**config.mk**
```make
export PLATFORM = sky130hd
export DESIGN_NAME = conv_output_writer_flat
export DESIGN_NICKNAME = d
export VERILOG_FILES = /design/src/rtl/conv_out_pkg.sv /design/src/rtl/conv_output_writer_if.sv /design/src/rtl/conv_round_sat.sv /design/src/rtl/conv_output_writer.sv /design/src/flat_wrapper.sv
export SDC_FILE = /design/constraint.sdc
export NUM_CORES = 1
export LEC_CHECK = 0
export CAP_MARGIN = 20
export CORE_UTILIZATION = 55
export CTS_BUF_LIST = sky130_fd_sc_hd__clkbuf_8
export CTS_CLUSTER_DIAMETER = 60
export DETAILED_ROUTE_END_ITERATION = 10
export GPL_ROUTABILITY_DRIVEN = 0
export PLACE_DENSITY_LB_ADDON = 0.2
export SKIP_CTS_REPAIR_TIMING = 1
export SLEW_MARGIN = 20
export SYNTH_ARGS = -nofsm -noshare
export SYNTH_HDL_FRONTEND = slang
export SYNTH_SLANG_ARGS = --single-unit
```
**constraint.sdc**
```tcl
create_clock -name clk -period 9.35 [get_ports clk]
set_input_delay 0.935 -clock clk [delete_from_list [all_inputs] [get_ports clk]]
set_output_delay 0.935 -clock clk [all_outputs]
set_load 0.005 [all_outputs]
```
**src/rtl/conv_out_pkg.sv**
```systemverilog
// Shared types and constants for the convolution output writer.
package conv_out_pkg;

  typedef enum logic [1:0] {IDLE, RUN, DRAIN, DONE} state_t;

  localparam int unsigned DEF_ACC_WIDTH   = 32;
  localparam int unsigned DEF_DATA_WIDTH  = 20;
  localparam int unsigned DEF_ADDR_WIDTH  = 10;
  localparam int unsigned DEF_SHIFT_WIDTH = 5;

  function automatic longint sat_max(input int unsigned dw);
    return (longint'(1) << (dw - 1)) - 1;
  endfunction

  function automatic longint sat_min(input int unsigned dw);
    return -(longint'(1) << (dw - 1));
  endfunction

  localparam longint SAT_MAX = sat_max(DEF_DATA_WIDTH);
  localparam longint SAT_MIN = sat_min(DEF_DATA_WIDTH);

endpackage

```
**src/rtl/conv_output_writer_if.sv**
```systemverilog
// Accumulator input stream plus SRAM write port of the output writer.
interface conv_output_writer_if #(
  parameter int unsigned ACC_WIDTH  = conv_out_pkg::DEF_ACC_WIDTH,
  parameter int unsigned DATA_WIDTH = conv_out_pkg::DEF_DATA_WIDTH,
  parameter int unsigned ADDR_WIDTH = conv_out_pkg::DEF_ADDR_WIDTH
);
  logic                         in_valid;
  logic signed [ACC_WIDTH-1:0]  in_data;
  logic                         in_ready;
  logic                         write_req;
  logic        [ADDR_WIDTH-1:0] write_addr;
  logic        [DATA_WIDTH-1:0] write_data;

  modport master (
    output in_valid, in_data,
    input  in_ready, write_req, write_addr, write_data
  );

  modport slave (
    input  in_valid, in_data,
    output in_ready, write_req, write_addr, write_data
  );
endinterface

```
**src/rtl/conv_round_sat.sv**
```systemverilog
// Rounding arithmetic right shift followed by saturation to the storage width.
module conv_round_sat
  import conv_out_pkg::*;
#(
  parameter int unsigned IN_WIDTH    = DEF_ACC_WIDTH + 1,
  parameter int unsigned DATA_WIDTH  = DEF_DATA_WIDTH,
  parameter int unsigned SHIFT_WIDTH = DEF_SHIFT_WIDTH
) (
  input  logic signed [IN_WIDTH-1:0]    sum_i,
  input  logic        [SHIFT_WIDTH-1:0] shift_i,
  output logic signed [DATA_WIDTH-1:0]  data_o,
  output logic                          sat_o
);
  localparam int unsigned EW = IN_WIDTH + 1;
  localparam logic signed [EW-1:0] MAXV = EW'(sat_max(DATA_WIDTH));
  localparam logic signed [EW-1:0] MINV = EW'(sat_min(DATA_WIDTH));

  logic signed [EW-1:0] ext;
  logic signed [EW-1:0] rnd;
  logic signed [EW-1:0] r;

  always_comb begin
    ext = {sum_i[IN_WIDTH-1], sum_i};
    rnd = '0;
    if (shift_i != '0) rnd = EW'(1) << (shift_i - SHIFT_WIDTH'(1));
    r      = (ext + rnd) >>> shift_i;
    data_o = r[DATA_WIDTH-1:0];
    sat_o  = 1'b0;
    if (r > MAXV) begin
      data_o = MAXV[DATA_WIDTH-1:0];
      sat_o  = 1'b1;
    end else if (r < MINV) begin
      data_o = MINV[DATA_WIDTH-1:0];
      sat_o  = 1'b1;
    end
  end
endmodule

```
**src/rtl/conv_output_writer.sv**
```systemverilog
// Bias/ReLU/round/saturate post-processing and sequential SRAM write addressing.
module conv_output_writer
  import conv_out_pkg::*;
#(
  parameter int unsigned ACC_WIDTH   = DEF_ACC_WIDTH,
  parameter int unsigned DATA_WIDTH  = DEF_DATA_WIDTH,
  parameter int unsigned ADDR_WIDTH  = DEF_ADDR_WIDTH,
  parameter int unsigned SHIFT_WIDTH = DEF_SHIFT_WIDTH
) (
  input  logic                          clk,
  input  logic                          reset,
  input  logic                          start,
  input  logic        [ADDR_WIDTH-1:0]  base_addr,
  input  logic        [ADDR_WIDTH:0]    num_outputs,
  input  logic signed [ACC_WIDTH-1:0]   bias,
  input  logic        [SHIFT_WIDTH-1:0] shift,
  input  logic                          relu_en,
  conv_output_writer_if.slave           bus,
  output logic                          busy,
  output logic                          done,
  output logic                          sat_flag
);
  localparam logic [ADDR_WIDTH:0] CNT_ONE = (ADDR_WIDTH + 1)'(1);

  state_t state_q, state_d;

  logic        [ADDR_WIDTH-1:0]  base_q;
  logic        [ADDR_WIDTH:0]    num_q;
  logic        [ADDR_WIDTH:0]    cnt_q;
  logic signed [ACC_WIDTH-1:0]   bias_q;
  logic        [SHIFT_WIDTH-1:0] shift_q;
  logic                          relu_q;
  logic                          sat_q;

  logic                          s1_valid_q;
  logic signed [ACC_WIDTH:0]     s1_sum_q, s1_sum_d;
  logic        [ADDR_WIDTH-1:0]  s1_addr_q;

  logic                          wr_req_q;
  logic        [ADDR_WIDTH-1:0]  wr_addr_q;
  logic        [DATA_WIDTH-1:0]  wr_data_q;

  logic                          start_acc, accept, last_beat;
  logic signed [DATA_WIDTH-1:0]  rs_data;
  logic                          rs_sat;

  assign start_acc = start && (state_q == IDLE);
  assign accept    = bus.in_valid && (state_q == RUN);
  assign last_beat = accept && (cnt_q == num_q - CNT_ONE);

  always_comb begin
    state_d      = state_q;
    bus.in_ready = 1'b0;
    busy         = 1'b0;
    done         = 1'b0;
    case (state_q)
      IDLE: if (start) state_d = (num_outputs == '0) ? DONE : RUN;
      RUN: begin
        bus.in_ready = 1'b1;
        busy         = 1'b1;
        if (last_beat) state_d = DRAIN;
      end
      DRAIN: begin
        busy = 1'b1;
        // stage 2 empties on the same edge, so the last write precedes done by one cycle
        if (!s1_valid_q) state_d = DONE;
      end
      DONE: begin
        done    = 1'b1;
        state_d = IDLE;
      end
      default: state_d = IDLE;
    endcase
  end

  always_ff @(posedge clk or negedge reset) begin
    if (!reset) state_q <= IDLE;
    else        state_q <= state_d;
  end

  always_comb begin
    s1_sum_d = {bus.in_data[ACC_WIDTH-1], bus.in_data} + {bias_q[ACC_WIDTH-1], bias_q};
    if (relu_q && s1_sum_d[ACC_WIDTH]) s1_sum_d = '0;
  end

  conv_round_sat #(
    .IN_WIDTH   (ACC_WIDTH + 1),
    .DATA_WIDTH (DATA_WIDTH),
    .SHIFT_WIDTH(SHIFT_WIDTH)
  ) u_round_sat (
    .sum_i  (s1_sum_q),
    .shift_i(shift_q),
    .data_o (rs_data),
    .sat_o  (rs_sat)
  );

  always_ff @(posedge clk or negedge reset) begin
    if (!reset) begin
      base_q     <= '0;
      num_q      <= '0;
      cnt_q      <= '0;
      bias_q     <= '0;
      shift_q    <= '0;
      relu_q     <= 1'b0;
      sat_q      <= 1'b0;
      s1_valid_q <= 1'b0;
      s1_sum_q   <= '0;
      s1_addr_q  <= '0;
      wr_req_q   <= 1'b0;
      wr_addr_q  <= '0;
      wr_data_q  <= '0;
    end else begin
      if (start_acc) begin
        base_q  <= base_addr;
        num_q   <= num_outputs;
        bias_q  <= bias;
        shift_q <= shift;
        relu_q  <= relu_en;
        cnt_q   <= '0;
        sat_q   <= 1'b0;
      end else if (accept) begin
        cnt_q <= cnt_q + CNT_ONE;
      end
      s1_valid_q <= accept;
      if (accept) begin
        s1_sum_q  <= s1_sum_d;
        s1_addr_q <= base_q + cnt_q[ADDR_WIDTH-1:0];
      end
      wr_req_q <= s1_valid_q;
      if (s1_valid_q) begin
        wr_addr_q <= s1_addr_q;
        wr_data_q <= rs_data;
        if (rs_sat) sat_q <= 1'b1;
      end
    end
  end

  assign bus.write_req  = wr_req_q;
  assign bus.write_addr = wr_addr_q;
  assign bus.write_data = wr_data_q;
  assign sat_flag       = sat_q;
endmodule
```
**src/flat_wrapper.sv**
```systemverilog
// flat-port wrapper written by rule: the top's interface ports become plain ports
module conv_output_writer_flat import conv_out_pkg::*;
#(
  parameter int unsigned ACC_WIDTH   = DEF_ACC_WIDTH,
  parameter int unsigned DATA_WIDTH  = DEF_DATA_WIDTH,
  parameter int unsigned ADDR_WIDTH  = DEF_ADDR_WIDTH,
  parameter int unsigned SHIFT_WIDTH = DEF_SHIFT_WIDTH
)
  (clk, reset, start, base_addr, num_outputs, bias, shift, relu_en, busy, done, sat_flag, bus_in_valid, bus_in_data, bus_in_ready, bus_write_req, bus_write_addr, bus_write_data);
  conv_output_writer_if #(.ACC_WIDTH(ACC_WIDTH), .DATA_WIDTH(DATA_WIDTH), .ADDR_WIDTH(ADDR_WIDTH)) bus_i ();
  input  logic clk;
  input  logic reset;
  input  logic start;
  input  logic        [ADDR_WIDTH-1:0] base_addr;
  input  logic        [ADDR_WIDTH:0] num_outputs;
  input  logic signed [ACC_WIDTH-1:0] bias;
  input  logic        [SHIFT_WIDTH-1:0] shift;
  input  logic relu_en;
  output logic busy;
  output logic done;
  output logic sat_flag;
  input wire logic [$bits(bus_i.in_valid)-1:0] bus_in_valid;
  input wire logic [$bits(bus_i.in_data)-1:0] bus_in_data;
  output wire logic [$bits(bus_i.in_ready)-1:0] bus_in_ready;
  output wire logic [$bits(bus_i.write_req)-1:0] bus_write_req;
  output wire logic [$bits(bus_i.write_addr)-1:0] bus_write_addr;
  output wire logic [$bits(bus_i.write_data)-1:0] bus_write_data;
  assign bus_i.in_valid = bus_in_valid;
  assign bus_i.in_data = bus_in_data;
  assign bus_in_ready = bus_i.in_ready;
  assign bus_write_req = bus_i.write_req;
  assign bus_write_addr = bus_i.write_addr;
  assign bus_write_data = bus_i.write_data;
  conv_output_writer #(.ACC_WIDTH(ACC_WIDTH), .DATA_WIDTH(DATA_WIDTH), .ADDR_WIDTH(ADDR_WIDTH), .SHIFT_WIDTH(SHIFT_WIDTH)) u_core (.clk(clk), .reset(reset), .start(start), .base_addr(base_addr), .num_outputs(num_outputs), .bias(bias), .shift(shift), .relu_en(relu_en), .bus(bus_i), .busy(busy), .done(done), .sat_flag(sat_flag));
endmodule
```
==> run_results.csv <==
group,metric,value,unit
status,status,"finished clean",
yosys,avgSynthCellArea,8.29,um2
clock_network,clkTransAtPathRegs,0.10,ns
yosys,yosys_warnings,0,
placement,pre_cts_slack,3.01,ns
placement,dpl.cell_count,1842,
detailed_routing,drt-initial-drc-count,1040,
cells_and_area,area_growth,14.6,%
cells_and_area,layout.cells.non_filler,1874,
global_route,antenna_found_initial,0,
sta,slew_viol_final,0,
clock_network,htreeDepth,4,
placement,io_buffers,129,
yosys,synth_edf_count,0,
power_and_ir_drop,leakage,6.54,nW
power_and_ir_drop,total_power,4.91,mW
global_route,grt_usage,30.1,%
clock_network,clock_latency,0.45,ns
placement,dp_hpwl,25.4,mm
setup_path,crit_slowest_cell,"a211oi_4",
floorplan,die_area,0.0233,mm2
setup_path,startpoint,"u_core.shift_q[2]",
detailed_routing,wl_per_cell,18.0,um
setup_path,timing_worst_setup_path_type,"flop to flop",
global_route,grt_first_pass_wirelength,56.8,mm
global_route,grt_max_degree,84,
sta,timing.fmax,154,MHz
yosys,yosysSeqAreaShare,29.7,%
cells_and_area,nNetsFinal,1759,
setup_path,cp-start-kind,"flop",
setup_path,r2r-start,"u_core.shift_q[2]",
setup_path,cp_top_family,"compound AO/OA/AOI/OAI gates",
sta,fin_ws,2.85,ns
yosys,syn_nets,1681,
power_and_ir_drop,power_density,344,mW/mm2
cells_and_area,drive_gt1_share,7.65,%
detailed_routing,drt_first_pass_iters,5,
floorplan,dieHeight,153,um
sta,fin_crit_sh,69.5,%
sta,rsz0062_at_grt,"no",
detailed_routing,wl,33.8,mm
cells_and_area,n_antenna_cell,0,
global_route,grt_pass1_vias,11200,
clock_network,cts_tree,"built",
floorplan,io_pins,130,
clock_network,cts.path.max_buffers,2,
yosys,synthesis.area,0.0125,mm2
yosys,yosys.cell_types.count,89,
setup_path,worstPathRequired,9.72,ns
yosys,yosys_most_used_dff,"dfrtp_1",
sta,slew_headroom,46.4,%
setup_path,cpMostUsedCell,"o211ai_1",
floorplan,rows,54,
placement,postPlaceCellArea,0.0139,mm2
cells_and_area,fillCellCount,1918,
sta,fin_tns_setup,0,ns
sta,hold_viol,0,
sta,worst_pin_slew,0.804,ns
sta,fin_skew,0.0165,ns
floorplan,initial_core_util,56.6,%
yosys,synth_seq_cells,148,
floorplan,core_area,0.0220,mm2
yosys,syn-instance-count,1503,
setup_path,worst_path_largest_cell_delay,0.68,ns
setup_path,path_cells,"buf_4 > inv_2 > nand2_1 > nor4_1 > ha_1 > a211oi_1 > o21ba_2 > o211ai_1 > and4_1 > a211oi_4 > a2111oi_0 > a41o_1 > mux2i_1 > nor3b_1 > o2111ai_2 > o211ai_4 > o211ai_1 > a31oi_1",
detailed_routing,via_per_inst,6.17,
clock_network,cts-root-buf,"clkbuf_8",
worst_hold_path,hold_class,"flop to flop",
setup_path,cp_max_fo,36,
sta,setup_viol,0,
setup_path,arrival,6.87,ns
worst_hold_path,min_from,"u_core.s1_addr_q[1]",
job,max_cap_violations,0,
setup_path,path_buf_inv,2,
detailed_routing,drtAntennaViolNets,0,
clock_network,cts_buffers,17,
yosys,synthArstFlopShare,100,%
setup_path,worstSetupEndpointType,"flop",
power_and_ir_drop,peakVddDrop,0.242,mV
sta,fin_crit,6.50,ns
cells_and_area,finalInstanceArea,0.0143,mm2
detailed_routing,drc,0,
clock_network,clock_sinks,148,
global_route,grt-ovfl-total,0,
detailed_routing,num_vias,11600,
floorplan,fp.dieW,153,um
[per-stage QoR]
stage / util [%] / hold WS (ns)
final: 64.8 / 0.483
after global routing: 64.8 / 0.501
after CTS: 64.8 / 0.485
after detailed placement: 63.0 / 0.468
after global placement: 62.9 / 0.455
after floorplan: - / 0.352
[Yosys cell counts, drive strengths merged, types with 27 or more instances]
cell type | instances | share of area [%]
inv | 34 | 1.0
ha | 80 | 8.0
dfrtp | 148 | 30
a21o | 30 | 1.8
nor2 | 114 | 3.5
nand2 | 285 | 8.6
o21ai | 87 | 3.5
buf | 27 | 1.1
xnor2 | 49 | 3.4
xor2 | 38 | 2.7
nand3 | 66 | 2.8
a22o | 29 | 2.1
a21oi | 93 | 3.9
mux2i | 51 | 4.1
clkbuf | 56 | 1.7
[where the power goes]
| group | internal [mW] | switching, mW | total [mW] |
|---|---|---|---|
| sequential | 0.920 | 0.218 | 1.14 |
| clock | 0.232 | 0.282 | 0.514 |
| combinational | 1.35 | 1.91 | 3.26 |
[worst paths after layout]
check	end	slack (ns)	cells after the start
max	u_core.bus.write_data[11]	2.85	18
min	u_core.s1_addr_q[1]	0.48	2
max reg2reg	u_core.bus.write_data[11]	2.85	18
min reg2reg	u_core.s1_addr_q[1]	0.48	2
max in group asynchronous	u_core.s1_addr_q[7]	7.52	2
min in group asynchronous	u_core.bias_q[14]	0.52	1
[final cells by class]
| type | count | area (um2) | area share, % |
|---|---|---|---|
| clock buffers | 18 | 248 | 1.74 |
| inverters | 35 | 131 | 0.920 |
| multi-input cells | 1237 | 8290 | 58.1 |
| well taps | 280 | 350 | 2.45 |
| clock inverters | 14 | 158 | 1.10 |
| flip-flops and latches | 148 | 3700 | 25.9 |
| repair buffers | 142 | 1390 | 9.74 |
[registers in the layout (all words and copies together), names as in the netlist, 2 cells and up]
signal and count:
u_core.s1_sum_q 33, u_core.bias_q 32, u_core.bus.write_data 20, u_core.cnt_q 11, u_core.num_q 11, u_core.base_q 10
u_core.bus.write_addr 10, u_core.s1_addr_q 10, u_core.shift_q 5, u_core.state_q 2
[worst register-to-register path, cell delays in order (launching register included)]
cell	delay [ns]
dfrtp_1	0.36
buf_4	0.23
inv_2	0.59
nand2_1	0.48
nor4_1	0.53
ha_1	0.35
a211oi_1	0.30
o21ba_2	0.22
o211ai_1	0.24
and4_1	0.33
a211oi_4	0.68
a2111oi_0	0.29
a41o_1	0.32
mux2i_1	0.23
nor3b_1	0.27
o2111ai_2	0.17
o211ai_4	0.48
o211ai_1	0.18
a31oi_1	0.19
[cells in the final DEF, fill, tap and decap left out, types with 30 or more instances in the layout]
| cell type | Yosys | final |
|---|---|---|
| inv_1 | 32 | 32 |
| nand3_1 | 63 | 63 |
| nor2_1 | 113 | 113 |
| dfrtp_1 | 148 | 148 |
| mux2i_1 | 51 | 51 |
| a21oi_1 | 89 | 88 |
| o21ai_0 | 72 | 72 |
| ha_1 | 80 | 80 |
| xor2_1 | 38 | 38 |
| a21o_1 | 30 | 30 |
| xnor2_1 | 49 | 49 |
| clkdlybuf4s50_1 | 0 | 128 |
| nand2_1 | 283 | 283 |
[cells by family (layout without fill, tap and decap cells)]
family,count (synthesis),in the layout,synth area share (%)
flip-flops,148,148,29.7
XOR/XNOR,87,87,6.12
other,1,1,0.0301
multiplexers,88,88,8.44
adder cells (fa/ha/maj),83,83,8.52
AO/OA/AOI/OAI,392,392,22.0
buffers and inverters,118,209,3.82
AND/OR/NAND/NOR,586,586,21.4
[per-layer routing]
layer	wire length [um]	GRT usage, %
met1	15500	42.4
met2	15300	47.3
met3	1960	3.90
met4	1060	11.4
met5	0	0
No activity file was read; power rests on OpenSTA's default activity.
